==> src/rtl/vga_timing_pkg.sv <==
// Shared raster timing constants for the 640x480@60 VGA pipeline and its overlays.
package vga_timing_pkg;

  localparam int unsigned COORD_W   = 10;
  localparam int unsigned MAX_TOTAL = 1 << COORD_W;

  localparam int unsigned DEF_H_ACTIVE = 640;
  localparam int unsigned DEF_H_FP     = 16;
  localparam int unsigned DEF_H_SYNC   = 96;
  localparam int unsigned DEF_H_BP     = 48;
  localparam int unsigned DEF_V_ACTIVE = 480;
  localparam int unsigned DEF_V_FP     = 10;
  localparam int unsigned DEF_V_SYNC   = 2;
  localparam int unsigned DEF_V_BP     = 33;

  localparam int unsigned H_TOTAL = DEF_H_ACTIVE + DEF_H_FP + DEF_H_SYNC + DEF_H_BP;
  localparam int unsigned V_TOTAL = DEF_V_ACTIVE + DEF_V_FP + DEF_V_SYNC + DEF_V_BP;

  localparam int unsigned HSYNC_START = DEF_H_ACTIVE + DEF_H_FP;
  localparam int unsigned HSYNC_END   = HSYNC_START + DEF_H_SYNC;
  localparam int unsigned VSYNC_START = DEF_V_ACTIVE + DEF_V_FP;
  localparam int unsigned VSYNC_END   = VSYNC_START + DEF_V_SYNC;

  // Half-open window test done at 32 bits so an end bound of MAX_TOTAL does not truncate.
  function automatic logic in_window(input logic [COORD_W-1:0] c,
                                     input int unsigned lo, input int unsigned hi);
    return (32'(c) >= lo) && (32'(c) < hi);
  endfunction

endpackage

==> src/rtl/pixel_tick_div.sv <==
// Pixel-rate divider: one tick every CLK_DIV enabled clocks; with CLK_DIV=1 tick equals en.
module pixel_tick_div #(
  parameter int unsigned CLK_DIV = 1
) (
  input  logic clk,
  input  logic rst,
  input  logic en,
  output logic tick_c
);

  localparam logic [1:0] LAST = 2'(CLK_DIV - 1);

  logic [1:0] cnt;

  // With CLK_DIV=1 LAST is 0, cnt never leaves 0 and tick_c degenerates to en.
  always_ff @(posedge clk or posedge rst) begin
    if (rst) begin
      cnt <= 2'd0;
    end else if (en) begin
      cnt <= (cnt == LAST) ? 2'd0 : cnt + 2'd1;
    end
  end

  assign tick_c = en && (cnt == LAST);

endmodule

==> src/rtl/vga_timing_gen.sv <==
// VGA raster/sync generator with skew-free registered x, y, active, hsync, vsync and strobes.
// Optional frame_count output when VGA_TIMING_FRAME_COUNTER_EN is defined.
module vga_timing_gen
  import vga_timing_pkg::*;
#(
  parameter int unsigned H_ACTIVE  = DEF_H_ACTIVE,
  parameter int unsigned H_FP      = DEF_H_FP,
  parameter int unsigned H_SYNC    = DEF_H_SYNC,
  parameter int unsigned H_BP      = DEF_H_BP,
  parameter int unsigned V_ACTIVE  = DEF_V_ACTIVE,
  parameter int unsigned V_FP      = DEF_V_FP,
  parameter int unsigned V_SYNC    = DEF_V_SYNC,
  parameter int unsigned V_BP      = DEF_V_BP,
  parameter logic        HSYNC_POL = 1'b0,
  parameter logic        VSYNC_POL = 1'b0,
  parameter int unsigned CLK_DIV   = 1
) (
  input  logic               clk,
  input  logic               rst,
  input  logic               en,
  output logic [COORD_W-1:0] x,
  output logic [COORD_W-1:0] y,
  output logic               active,
  output logic               hsync,
  output logic               vsync,
  output logic               line_start,
  output logic               frame_start
`ifdef VGA_TIMING_FRAME_COUNTER_EN
  ,
  output logic [7:0]         frame_count
`endif
);

  localparam int unsigned H_TOT    = H_ACTIVE + H_FP + H_SYNC + H_BP;
  localparam int unsigned V_TOT    = V_ACTIVE + V_FP + V_SYNC + V_BP;
  localparam int unsigned HS_START = H_ACTIVE + H_FP;
  localparam int unsigned HS_END   = HS_START + H_SYNC;
  localparam int unsigned VS_START = V_ACTIVE + V_FP;
  localparam int unsigned VS_END   = VS_START + V_SYNC;

  localparam logic [COORD_W-1:0] X_LAST = COORD_W'(H_TOT - 1);
  localparam logic [COORD_W-1:0] Y_LAST = COORD_W'(V_TOT - 1);

  if (H_TOT > MAX_TOTAL) begin : g_bad_h_total
    $error("vga_timing_gen: H_TOTAL exceeds 1024");
  end
  if (V_TOT > MAX_TOTAL) begin : g_bad_v_total
    $error("vga_timing_gen: V_TOTAL exceeds 1024");
  end
  if (CLK_DIV < 1 || CLK_DIV > 4) begin : g_bad_clk_div
    $error("vga_timing_gen: CLK_DIV must be 1..4");
  end

  logic tick_c;

  pixel_tick_div #(.CLK_DIV(CLK_DIV)) u_tick (
    .clk    (clk),
    .rst    (rst),
    .en     (en),
    .tick_c (tick_c)
  );

  logic [COORD_W-1:0] x_nxt;
  logic [COORD_W-1:0] y_nxt;
  logic               active_nxt;
  logic               hsync_nxt;
  logic               vsync_nxt;
  logic               line_nxt;
  logic               frame_nxt;

  // Next raster position; level outputs derive from it so they load alongside x and y.
  always_comb begin
    x_nxt = x + COORD_W'(1);
    y_nxt = y;
    if (x == X_LAST) begin
      x_nxt = '0;
      y_nxt = (y == Y_LAST) ? '0 : y + COORD_W'(1);
    end
    active_nxt = (32'(x_nxt) < H_ACTIVE) && (32'(y_nxt) < V_ACTIVE);
    hsync_nxt  = in_window(x_nxt, HS_START, HS_END) ? HSYNC_POL : ~HSYNC_POL;
    vsync_nxt  = in_window(y_nxt, VS_START, VS_END) ? VSYNC_POL : ~VSYNC_POL;
    line_nxt   = (x_nxt == '0);
    frame_nxt  = line_nxt && (y_nxt == '0);
  end

  // Strobes only rise on a tick edge, so they stay one clk wide for any CLK_DIV.
  always_ff @(posedge clk or posedge rst) begin
    if (rst) begin
      x           <= '0;
      y           <= '0;
      active      <= 1'b1;
      hsync       <= ~HSYNC_POL;
      vsync       <= ~VSYNC_POL;
      line_start  <= 1'b0;
      frame_start <= 1'b0;
    end else begin
      line_start  <= 1'b0;
      frame_start <= 1'b0;
      if (tick_c) begin
        x           <= x_nxt;
        y           <= y_nxt;
        active      <= active_nxt;
        hsync       <= hsync_nxt;
        vsync       <= vsync_nxt;
        line_start  <= line_nxt;
        frame_start <= frame_nxt;
      end
    end
  end

`ifdef VGA_TIMING_FRAME_COUNTER_EN
  always_ff @(posedge clk or posedge rst) begin
    if (rst) begin
      frame_count <= 8'd0;
    end else if (tick_c && frame_nxt) begin
      frame_count <= frame_count + 8'd1;
    end
  end
`endif

endmodule

==> config.mk <==
export PLATFORM = sky130hd
export DESIGN_NAME = vga_timing_gen
export DESIGN_NICKNAME = d
export VERILOG_FILES = /design/src/rtl/vga_timing_pkg.sv /design/src/rtl/pixel_tick_div.sv /design/src/rtl/vga_timing_gen.sv
export SDC_FILE = /design/constraint.sdc
export NUM_CORES = 1
export LEC_CHECK = 0
export BUFFER_PORTS_ARGS = -buffer_cell sky130_fd_sc_hd__clkbuf_2
export CORE_MARGIN = 2
export CORE_UTILIZATION = 45
export DETAILED_ROUTE_END_ITERATION = 16
export PLACE_DENSITY = 0.66
export SETUP_SLACK_MARGIN = 0.05
export SYNTH_ARGS = -nofsm -noshare
export SYNTH_HDL_FRONTEND = slang
export SYNTH_HIERARCHICAL = 1
export SYNTH_SLANG_ARGS = --single-unit
==> constraint.sdc <==
create_clock -name clk -period 6.3 [get_ports clk]
set_input_delay 0.945 -clock clk [delete_from_list [all_inputs] [get_ports clk]]
set_output_delay 0.945 -clock clk [all_outputs]
set_load 0.02 [all_outputs]
==> impl_results.md <==
- Initial core utilization: 46.3%
- Die height: 68.0 um
- Worst slack, placed: 3620 ps
- Antenna violations before repair: 0
- CTS tree: yes
- Vias in the first global route: between 1000 and 1500
- Period utilization: 43.1%
- Largest net degree at the start of global routing: 29
- I/O pin count: 28
- TritonCTS Buffers: 3
- Worst skew pair latency: about 270 ps
- Critical Path AT: 2900 ps
- Hold Buf Count CTS: 0
- Maximum clock rate: roughly 370 MHz
- Clock Tree Root: clkbuf_8
- Slew Viols, Final: 0
- Initial drt markers: 174
- Syn Nets: about 210
- Max-slew headroom: 34.7%
- Clk_skew: 1.26 ps
- Vias: around 1500
- Non-Filler Instances: approximately 270
- Total power: 0.520 mW
- Min-Delay Path Class: reg2reg
- Reg2reg setup slack: 3580 ps
- Worst reg-to-reg path cell count: 7
- Core ar.: 3970 um2
- WL/cell: 14.0 um
- Post-Route WL: about 3800 um
- Vias per Instance: 5.51
- Final-stage net count: 229
- Synth Register Bits: 27
- Remaining DRCs: 0
- # port buffers: 27
- Async SR Flop Fraction: 100%
- Pre-antenna DRT Iters: 4
- Setup_tns: 0 ps
- Pin slew with the least headroom to its limit: 979 ps
- Layout cells sized above 1: a little over a fifth
- Setup repair bufs after CTS: 0
- Reg2reg end: active
- CTS resizes: 0
- Placer Congestion: between 0.8 and 0.9
- Leakage power: 0.821 nW
- Final HPWL DP: about 2700 um
- Synth cell types: 53
- Seq/Total Area, Yosys: approximately 37%
- Final Instance Area: 1990 um2
- Die width: 68.0 um
- Worst EP required: 6480 ps
- Total gr overflow: 0
- Antenna-violating nets left: 0
- First-pass GRT wire length: 6240 um
- CP Launch Type: register
- Worst Slack Setup Final: 3580 ps
- Power per cell area: 261 nW/um2
- Max VDD drop: about 0.12 mV
- Yosys warnings: 6
- Die Area: 4620 um2
- Hold_ws: 489 ps
- Post-DP Area: 1950 um2
- Dpl cells: 265
- Critical Path Start: x[0]
- Area grow syn2layout: 8.29%
- Post-route core utilization: 50.2%
- Clock H-tree levels: 1
- Max Cap Viol: 0
- Worst r2r src: x[0]
- Final Hold Viols: 0
- Clk sinks: 27
- Total track usage: 17.4%
- Core Rows: 23
- Kind of critical path: reg2reg
- Crit path time final: 2720 ps
- Cells after Synth: ~200
- CP max FO: 19
- Worst setup path end: active
- Final-report setup violation count: 0
- Worst-path clk slew: around 90 ps
- Setup crit end kind: register
- Post-Syn Area per Cell: 9.02 um2
- Number of flops mapped to enable cells by yosys: 0
- Dominant synthesized flop cell: dfrtp_1
- Status: finished, final reports clean
- Unrepaired setup endpoints after global routing: no
- Bufs on Longest Clock Path: 2
- # diodes: 0
- Synth Cell Area: 1840 um2
-- placed cells by master, fill, tap and decap left out, types with 2 or more instances in the layout --
| cell type | n |
|---|---|
| and4bb_1 | 2 |
| and3b_1 | 2 |
| nand2_1 | 20 |
| nor3_1 | 5 |
| nand4b_1 | 2 |
| o31ai_1 | 4 |
| nor2_1 | 16 |
| o32ai_1 | 2 |
| xnor2_1 | 13 |
| ha_1 | 6 |
| clkbuf_8 | 3 |
| a211o_1 | 2 |
| dfstp_2 | 3 |
| o21ai_0 | 9 |
| a21oi_1 | 5 |
| dfrtp_1 | 24 |
| xor2_1 | 2 |
| nand4_1 | 6 |
| mux2_2 | 6 |
| and3_1 | 6 |
| clkbuf_2 | 27 |
| nand3_1 | 9 |
| inv_1 | 11 |
| nand2b_1 | 3 |
| and4_1 | 2 |
| a31oi_1 | 4 |
-- layer usage --
layer	wire length (um)	part of all wire (%)	global-route usage, %	vias up
li1	-	-	-	751
met1	1830	49	24.6	680
met2	1690	45	28.3	46
met3	191	5.1	1.97	6
met4	41	1.1	4.25	0
met5	0	0	0	-
-- worst max-delay path, cell delays in order (launching register included) --
cell and delay [ps]:
dfrtp_1 470, ha_1 320, and3_1 250, and4_1 610
nand3_1 180, xor2_1 190, nor4b_1 440, o32ai_1 160
-- Yosys cell counts (2+ instances only) --
master,number,area [um2]
a21oi_1,5,25.0
o21ai_0,9,45.0
nand2_1,20,75.1
buf_4,4,30.0
a31oi_1,4,25.0
mux2_2,6,67.6
nand4b_1,2,17.5
nand3_1,9,45.0
nor3_1,5,25.0
xor2_1,2,17.5
nand4_1,6,37.5
buf_2,6,30.0
dfrtp_1,24,601
a211o_1,2,17.5
xnor2_1,13,114
and4_1,2,17.5
o31ai_1,4,30.0
ha_1,6,75.1
and3_1,6,37.5
dfstp_2,3,78.8
and3b_1,2,17.5
nor2_1,16,60.1
and4bb_1,2,25.0
nand2b_1,3,18.8
inv_1,11,41.3
clkbuf_1,4,15.0
o32ai_1,2,17.5
-- how the worst min path moves through the flow --
stage | from | endpoint | slack, ps | cells past startpoint
floorplan | u_tick/cnt[0] | u_tick/cnt[0] | 480 | 1
global placement | active | active | 480 | 2
detailed placement | active | active | 480 | 2
CTS | rst | u_tick/cnt[0] | 490 | 2
global route | rst | u_tick/cnt[1] | 510 | 2
finish | active | active | 490 | 2
-- power breakdown --
| group | switching, mW | total [mW] | leakage [nW] | internal (mW) |
|---|---|---|---|---|
| registers | 0.0545 | 0.253 | 0.343 | 0.198 |
| logic | 0.0956 | 0.168 | 0.456 | 0.0725 |
| clock network | 0.0544 | 0.0996 | 0.0228 | 0.0453 |
-- logic make-up (layout without fill, tap and decap cells) --
group,Yosys count,in the layout,synth area share [%]
flip-flops,27,27,36.9
XOR/XNOR,15,15,7.14
AO/OA/AOI/OAI,38,38,14.5
buffers and inverters,27,42,7.14
adder cells (fa/ha/maj),7,7,4.62
multiplexers,7,7,4.21
AND/OR/NAND/NOR,83,83,25.5
-- sequential cells by signal (all words and copies together), names as in the netlist --
signal / cells
x: 10
y: 10
u_tick/cnt: 2
active: 1
frame_start: 1
hsync: 1
line_start: 1
vsync: 1
-- layout make-up --
class                      instances  area (um2)
clock buffer                       4        45.0
fill                             378        1980
inverter                          11        41.3
multi-input combinational        150        1030
sequential                        27         679
tap                               50        62.6
timing repair buffer              27         135
Power figures use the tool's default switching activity.
